## src/rtl/aes_frame_ctrl_pkg.sv

```systemverilog
// Shared definitions for the I2C-frame to AES-core controller: frame layout,
// state encoding, error codes and the key-cache hit helper.
package aes_frame_ctrl_pkg;

  localparam logic [7:0] ADDR_BYTE = 8'hD4;

  localparam int FRAME_W  = 264;
  localparam int ADDR_MSB = 263;
  localparam int KEY_MSB  = 255;
  localparam int PT_MSB   = 127;

  typedef enum logic [2:0] {
    ST_IDLE      = 3'd0,
    ST_CHECK     = 3'd1,
    ST_KEY_LOAD  = 3'd2,
    ST_KEY_WAIT  = 3'd3,
    ST_ENC_START = 3'd4,
    ST_ENC_WAIT  = 3'd5,
    ST_FAULT     = 3'd6
  } state_t;

  typedef enum logic [1:0] {
    ERR_NONE   = 2'd0,
    ERR_ADDR   = 2'd1,
    ERR_KEY_TO = 2'd2,
    ERR_ENC_TO = 2'd3
  } err_t;

  // A previously expanded key can be reused only while the cache is valid.
  function automatic logic key_hit(input logic valid,
                                   input logic [127:0] cached,
                                   input logic [127:0] captured);
    return valid && (cached == captured);
  endfunction

endpackage

```

## src/rtl/aes_hs_timer.sv

```systemverilog
// Saturating 8-bit handshake timer shared by the key and encryption wait states.
module aes_hs_timer #(
  parameter logic [7:0] LIMIT = 8'd255
) (
  input  logic clk,
  input  logic reset,
  input  logic clear,
  input  logic enable,
  output logic expired
);

  logic [7:0] count;

  // Count wait cycles, holding at all-ones instead of wrapping.
  always_ff @(posedge clk or posedge reset) begin
    if (reset) begin
      count <= 8'd0;
    end else if (clear) begin
      count <= 8'd0;
    end else if (enable && (count != 8'hFF)) begin
      count <= count + 8'd1;
    end
  end

  assign expired = (count >= LIMIT);

endmodule

```

## src/rtl/aes_frame_ctrl.sv

```systemverilog
// Accepts a 33-byte I2C frame, checks the address, loads the key (skipping it on
// a cache hit), runs one encryption and latches the ciphertext.
module aes_frame_ctrl
  import aes_frame_ctrl_pkg::*;
#(
  parameter logic [7:0]  ADDR_BYTE = aes_frame_ctrl_pkg::ADDR_BYTE,
  parameter int unsigned TIMEOUT   = 255
) (
  input  logic               clk,
  input  logic               reset,
  input  logic [FRAME_W-1:0] frame_data,
  input  logic               frame_done,
  output logic [127:0]       key_out,
  output logic [127:0]       block_out,
  output logic               key_load,
  input  logic               key_ready,
  output logic               enc_start,
  input  logic               enc_done,
  input  logic [127:0]       enc_result,
  output logic [127:0]       result,
  output logic               result_valid,
  output logic               busy,
  output logic [1:0]         err
);

  state_t       state;
  logic         frame_done_q;
  logic         frame_rise;
  logic [7:0]   frame_addr;
  logic [127:0] frame_key;
  logic [127:0] frame_pt;
  logic [127:0] cached_key;
  logic         cache_valid;
  logic         in_wait;
  logic         timer_expired;

  assign frame_rise = frame_done && !frame_done_q;
  assign in_wait    = (state == ST_KEY_WAIT) || (state == ST_ENC_WAIT);

  aes_hs_timer #(
    .LIMIT (8'(TIMEOUT))
  ) u_timer (
    .clk     (clk),
    .reset   (reset),
    .clear   (!in_wait),
    .enable  (in_wait),
    .expired (timer_expired)
  );

  // Control FSM; every output is registered and updated with the state.
  always_ff @(posedge clk or posedge reset) begin
    if (reset) begin
      state        <= ST_IDLE;
      frame_done_q <= 1'b0;
      frame_addr   <= 8'd0;
      frame_key    <= 128'd0;
      frame_pt     <= 128'd0;
      cached_key   <= 128'd0;
      cache_valid  <= 1'b0;
      key_out      <= 128'd0;
      block_out    <= 128'd0;
      key_load     <= 1'b0;
      enc_start    <= 1'b0;
      result       <= 128'd0;
      result_valid <= 1'b0;
      busy         <= 1'b0;
      err          <= ERR_NONE;
    end else begin
      frame_done_q <= frame_done;
      key_load     <= 1'b0;
      enc_start    <= 1'b0;
      case (state)
        ST_IDLE: begin
          if (frame_rise) begin
            frame_addr   <= frame_data[ADDR_MSB -: 8];
            frame_key    <= frame_data[KEY_MSB -: 128];
            frame_pt     <= frame_data[PT_MSB -: 128];
            result_valid <= 1'b0;
            err          <= ERR_NONE;
            busy         <= 1'b1;
            state        <= ST_CHECK;
          end
        end
        ST_CHECK: begin
          if (frame_addr != ADDR_BYTE) begin
            err   <= ERR_ADDR;
            state <= ST_FAULT;
          end else if (key_hit(cache_valid, cached_key, frame_key)) begin
            block_out <= frame_pt;
            enc_start <= 1'b1;
            state     <= ST_ENC_START;
          end else begin
            key_out  <= frame_key;
            key_load <= 1'b1;
            state    <= ST_KEY_LOAD;
          end
        end
        ST_KEY_LOAD: begin
          state <= ST_KEY_WAIT;
        end
        // key_ready is tested first so it wins over a same-cycle timeout.
        ST_KEY_WAIT: begin
          if (key_ready) begin
            cached_key  <= frame_key;
            cache_valid <= 1'b1;
            block_out   <= frame_pt;
            enc_start   <= 1'b1;
            state       <= ST_ENC_START;
          end else if (timer_expired) begin
            cache_valid <= 1'b0;
            err         <= ERR_KEY_TO;
            state       <= ST_FAULT;
          end
        end
        ST_ENC_START: begin
          state <= ST_ENC_WAIT;
        end
        ST_ENC_WAIT: begin
          if (enc_done) begin
            result       <= enc_result;
            result_valid <= 1'b1;
            busy         <= 1'b0;
            state        <= ST_IDLE;
          end else if (timer_expired) begin
            err   <= ERR_ENC_TO;
            state <= ST_FAULT;
          end
        end
        ST_FAULT: begin
          busy  <= 1'b0;
          state <= ST_IDLE;
        end
        default: begin
          busy  <= 1'b0;
          state <= ST_IDLE;
        end
      endcase
    end
  end

endmodule
```

## config.mk

```make
export PLATFORM = sky130hd
export DESIGN_NAME = aes_frame_ctrl
export DESIGN_NICKNAME = d
export VERILOG_FILES = /design/src/rtl/aes_frame_ctrl_pkg.sv /design/src/rtl/aes_hs_timer.sv /design/src/rtl/aes_frame_ctrl.sv
export SDC_FILE = /design/constraint.sdc
export NUM_CORES = 2
export LEC_CHECK = 0
export CORE_AREA = 2 2 304 306
export CTS_BUF_LIST = sky130_fd_sc_hd__clkbuf_16
export DETAILED_ROUTE_END_ITERATION = 10
export DIE_AREA = 0 0 306 308
export GPL_TIMING_DRIVEN = 0
export SLEW_MARGIN = 10
export SYNTH_ARGS = -nofsm -noshare
export SYNTH_HDL_FRONTEND = slang
export SYNTH_HIERARCHICAL = 1
export SYNTH_SLANG_ARGS = --single-unit
export TNS_END_PERCENT = 100
```

## constraint.sdc

```tcl
create_clock -name clk -period 52.1 [get_ports clk]
set_input_delay 10.42 -clock clk [delete_from_list [all_inputs] [get_ports clk]]
set_output_delay 10.42 -clock clk [all_outputs]
set_load 0.1 [all_outputs]
```

After elaboration in Yosys (flattened, before gate mapping)
Index checks and enable logic that the tools add are counted.

Add/sub/neg operators: 1. Equality and inequality tests: 19. Muxes and demuxes: 35. Reductions and logical operators: 20. Bitwise gates (word level): 3. Order comparisons: 1.

Operator list (number): 128-bit two-way mux (3); 128-bit one-hot mux with 2 select lines (1); 128-bit equality test (1); 2-bit inequality test (second input constant) (11); 3-bit two-way mux (6); 3-bit one-hot mux with 6 select lines (1); 8-bit two-way mux (2); 8-bit inequality test (second input constant) (2); 1-bit two-way mux (12); 2-bit two-way mux (6); 3-bit AND reduction (3); 8-bit by 1-bit adder with 8-bit output (second input constant) (1); 8-bit greater-or-equal comparator (second input constant) (1); 2-bit one-hot mux with 4 select lines (1); 2-bit AND reduction (4); 7-bit AND reduction (1); 3-bit by 2-bit equality test with 1-bit output (second input constant) (2); 3-bit equality test (second input constant) (2); 2-bit nonzero test (3); 1-bit one-hot mux with 2 select lines (2); 4-bit AND reduction (1); 4-bit nonzero test (1); 4-bit OR reduction (1); 3-bit by 1-bit equality test with 1-bit output (second input constant) (1); 6 further kinds (10).

Word-level logic and storage cells: 95. Register bits after elaboration: 795.

Depth between registers and ports, before layout
Word-level depth: 5. Depth in mapped cells: 9. Depth with buffers taken out: 7.

Modules after synthesis
Netlist, hierarchy kept.

Modules (own cells, without submodules): aes_frame_ctrl (cells an instance 1924, area an instance 31188.7 um^2, times used 1); aes_hs_timer (cells an instance 51, area an instance 490.5 um^2, times used 1).

Least setup slack after synthesis
No wires, ideal clock.

Path kind: input to register. Start point: in key_ready. End point: reg cached_key[10]. Required time: 51975 ps. Cell stages on the path: 5. Library setup time: 125 ps. Path slack: 40106 ps. Arrival time: 11869 ps. Cells stage by stage: nand3_1 clkbuf_1 clkbuf_1 buf_1 mux2_2.

Cells in the longest elaborated chain, start to end: 1.

Ends and longest elaborated chain: from (decl) (line aes_frame_ctrl.sv:16) `input logic key_ready,`; 2-bit AND reduction (no line); to (signal assigned) (line aes_frame_ctrl.sv:104) `cached_key <= frame_key;`; to (decl) (line aes_frame_ctrl.sv:32) `logic [127:0] cached_key;`.

No other way between the ends. A chain may end at the register's enable or synchronous reset.

Worst setup path after layout
Start point: in frame_done. End point: reg frame_pt[126].

Cells in the longest elaborated chain, start to end: 2.

Ends and longest elaborated chain: from (decl) (line aes_frame_ctrl.sv:12) `input logic frame_done,`; 1-bit logical AND (line aes_frame_ctrl.sv:37) `assign frame_rise = frame_done && !frame_done_q;`; 2-bit AND reduction (no line); to (signal assigned) (line aes_frame_ctrl.sv:77) `frame_pt <= frame_data[PT_MSB -: 128];`; to (decl) (line aes_frame_ctrl.sv:31) `logic [127:0] frame_pt;`.

No other way between the ends.

==> impl_metrics.yaml <==
synth:
  syn_inst: 1975
  synth_cell_types: 53
  syn_nets: 2373
  synth-async-reset-ratio_pct: 100
  ys_seq_area_share_pct: 62.8
  synth_seq_cells: 795
  ys.flop_type: "dfrtp_1"
  avgSynthCellArea_um2: 16.0
  synth.yosys.warnings: 6
  netlist_area_um2: 31700
  synth_edf_count: 0
grt:
  grt_pass1_vias: 21600
  antenna_found_initial: 21
  grt_usage_pct: 20.6
  grt_first_pass_wirelength_um: 144000
  grt_max_degree: 118
  grt-ovfl-total: 0
cts:
  clock_sinks: 795
  numCtsBuffers: 90
  clock_latency_ns: 0.66
  htreeDepth: 3
  ctsHoldBuffers: 0
  post_cts_buffers: 0
  clk_pin_slew_worst_paths_ns: 0.06
  ctsResizeCount: 0
  clockBufferDepth: 3
  tritoncts: "done"
  clock-root-buffer: "clkbuf_16"
floorplan:
  coreArea_um2: 91000
  rows: 111
  io-pin-count: 787
  die_area_um2: 94200
  die_height_um: 308
  die_w_um: 306
  start_util_pct: 34.8
critical_path:
  cp.arrival_ns: 13.53
  cp.required_ns: 52.63
  r2r_slack_ns: 47.47
  cp-start-kind: "input pin"
  cp_max_fo: 10
  r2r_end: "key_out[25]"
  reg2reg_from: "frame_key[125]"
  reg2reg_depth: 9
  cp-end-kind: "flip-flop"
  path_class: "in -> reg"
drt:
  wl_per_cell_um: 23.9
  drt_iter0_markers: 962
  drc: 0
  wl_met2_um: 49300
  highest_layer: "met5"
  dr_wl_met3_um: 7270
  routed_wl_um: 98800
  drt-pass1-iter-count: 4
  vias: 19800
  vias_per_cell: 4.79
  wl_met1_um: 39400
  antenna_left: 0
timing:
  relSlewSlack_pct: 18.0
  rsz0062_at_grt: "false"
  max_clock_freq_mhz: 76.9
  final_max_slew_viol_count: 0
  tightest_slew_ns: 1.23
  skew_ns: 0.0260
  fin_tns_setup_ns: 0
  setup_viol_count_final: 0
  finalCritPeriodShare_pct: 25.0
  finalCriticalPeriod_ns: 13.00
  timing_hold_violations_final: 0
layout:
  fin_nets: 3258
  drive_gt1_share_pct: 31.4
  synthToLayoutAreaGrowth_pct: 39.7
  multiInputGateArea_um2: 11100
  final_util_pct: 48.7
  regArea_um2: 19900
  fillers: 7846
job:
  cap_violations: 0
pwr:
  power.density_nw_per_um2: 76.1
  vdd_drop_max_v: 0.0000683
  leakagePower_uw: 0.0193
placement:
  gp_congestion: 0.877
  port-buffer-count: 786
  hpwl_um: 75000
run_status:
  status: "complete, no violations"
worst_hold_path:
  hold_end: "block_out[3]"
  hold_start: "frame_pt[3]"
  whs_path_depth: 1
  hold_path.class: "reg -> reg"
area by class of cell:
type | count | share of cell area (%)
clock inverters | 73 | 1.59
plain buffers | 92 | 1.24
multi-input cells | 1061 | 25.2
clock buffers | 92 | 5.20
inverters | 27 | 0.246
diodes | 10 | 0.0565
repair buffers | 793 | 18.2
flip-flops and latches | 795 | 44.9
well taps | 1186 | 3.35
through the flow:
step / total power [µW] / std cells / setup WS (ns) / hold slack [ns] / cell area [µm²]
2_1_floorplan: 2270 / 1975 / 19.58 / 0.459 / 31700
3_3_place_gp: 2710 / 3947 / 11.17 / 0.464 / 41000
3_5_place_dp: 2740 / 3954 / 38.23 / 0.476 / 41200
4_1_cts: 3400 / 4119 / 38.95 / 0.483 / 44200
5_1_grt: 3510 / 4126 / 38.94 / 0.504 / 44300
6_report: 3370 / 4129 / 39.10 / 0.483 / 44300
kinds of logic (layout without fill, tap and decap cells):
family | after synthesis | count (layout) | synth area share, %
flops | 795 | 795 | 62.8
mux | 773 | 773 | 28.7
simple gates | 131 | 131 | 2.38
buf+inv | 119 | 1077 | 2.05
xor+xnor | 99 | 99 | 2.74
compound gates | 57 | 57 | 1.34
fa+ha+maj | 1 | 1 | 0.0395
other cells | 0 | 10 | 0
cell usage in the layout, fill, tap and decap left out, types with 15 or more instances in the layout:
cell type,netlist,layout
dfrtp_1,795,795
clkdlybuf4s50_1,0,786
mux2_2,662,662
mux2_4,100,100
clkbuf_16,0,92
xnor2_1,73,73
clkbuf_1,67,67
inv_1,27,45
nand2_1,27,27
xor2_1,26,26
nand4_1,22,22
nor2b_1,20,20
nand2b_1,20,20
nor4_1,15,15
clkinv_2,0,15
clkinv_1,0,15
where the power goes:
group          switching (µW)  internal [µW]  leakage, µW  total, µW
combinational            1110            526      0.00778       1630
sequential                205            883       0.0100       1090
clock                     263            385      0.00154        648
worst max path at each step:
| stage | start | end | slack (ns) | cells after the start |
|---|---|---|---|---|
| final | frame_done | frame_pt[126] | 39.10 | 6 |
| after CTS | frame_done | frame_key[8] | 38.95 | 6 |
| after global placement | reset | result[127] | 11.17 | 2 |
| after floorplan | reset | block_out[0] | 19.58 | 1 |
| after global routing | frame_done | frame_key[7] | 38.94 | 6 |
| after detailed placement | frame_done | frame_key[8] | 38.23 | 6 |
cell usage after synthesis (all sizes together), types with 2 or more instances:
library cell	number	area, µm²
buf	25	298
mux2	772	9070
nand2	27	101
o22ai	6	37.5
o21ai	14	81.3
o2111ai	6	52.6
nor3	4	20.0
xnor2	73	639
clkbuf	67	251
a211oi	3	22.5
a2111o	4	45.0
nor2b	20	125
a221oi	3	26.3
a22o	2	17.5
nand4	23	159
and2	2	12.5
xor2	26	228
a21oi	4	20.0
a31oi	4	25.0
nor2	8	30.0
dfrtp	795	19900
or4	2	18.8
nor4	15	93.8
nand2b	20	125
inv	27	101
nand3	5	25.0
registers in the layout, summed over array words and instances (netlist names):
register       count
block_out        128
cached_key       128
frame_key        128
frame_pt         128
key_out          128
result           128
frame_addr         8
u_timer/count      8
state              3
err                2
busy               1
cache_valid        1
enc_start          1
frame_done_q       1
key_load           1
result_valid       1
critical path, cell delays in order:
cell	delay (ns)
clkdlybuf4s50_1	0.42
nor2b_1	0.18
nand2_1	0.22
clkbuf_1	0.87
clkbuf_1	0.97
mux2_2	0.42
per-layer routing:
layer | track usage [%] | up-vias
li1 | - | 8794
met1 | 24.7 | 10200
met2 | 35.0 | 591
met3 | 7.07 | 159
met4 | 6.30 | 18
met5 | 0 | -
(Power assumes the default switching activity.)
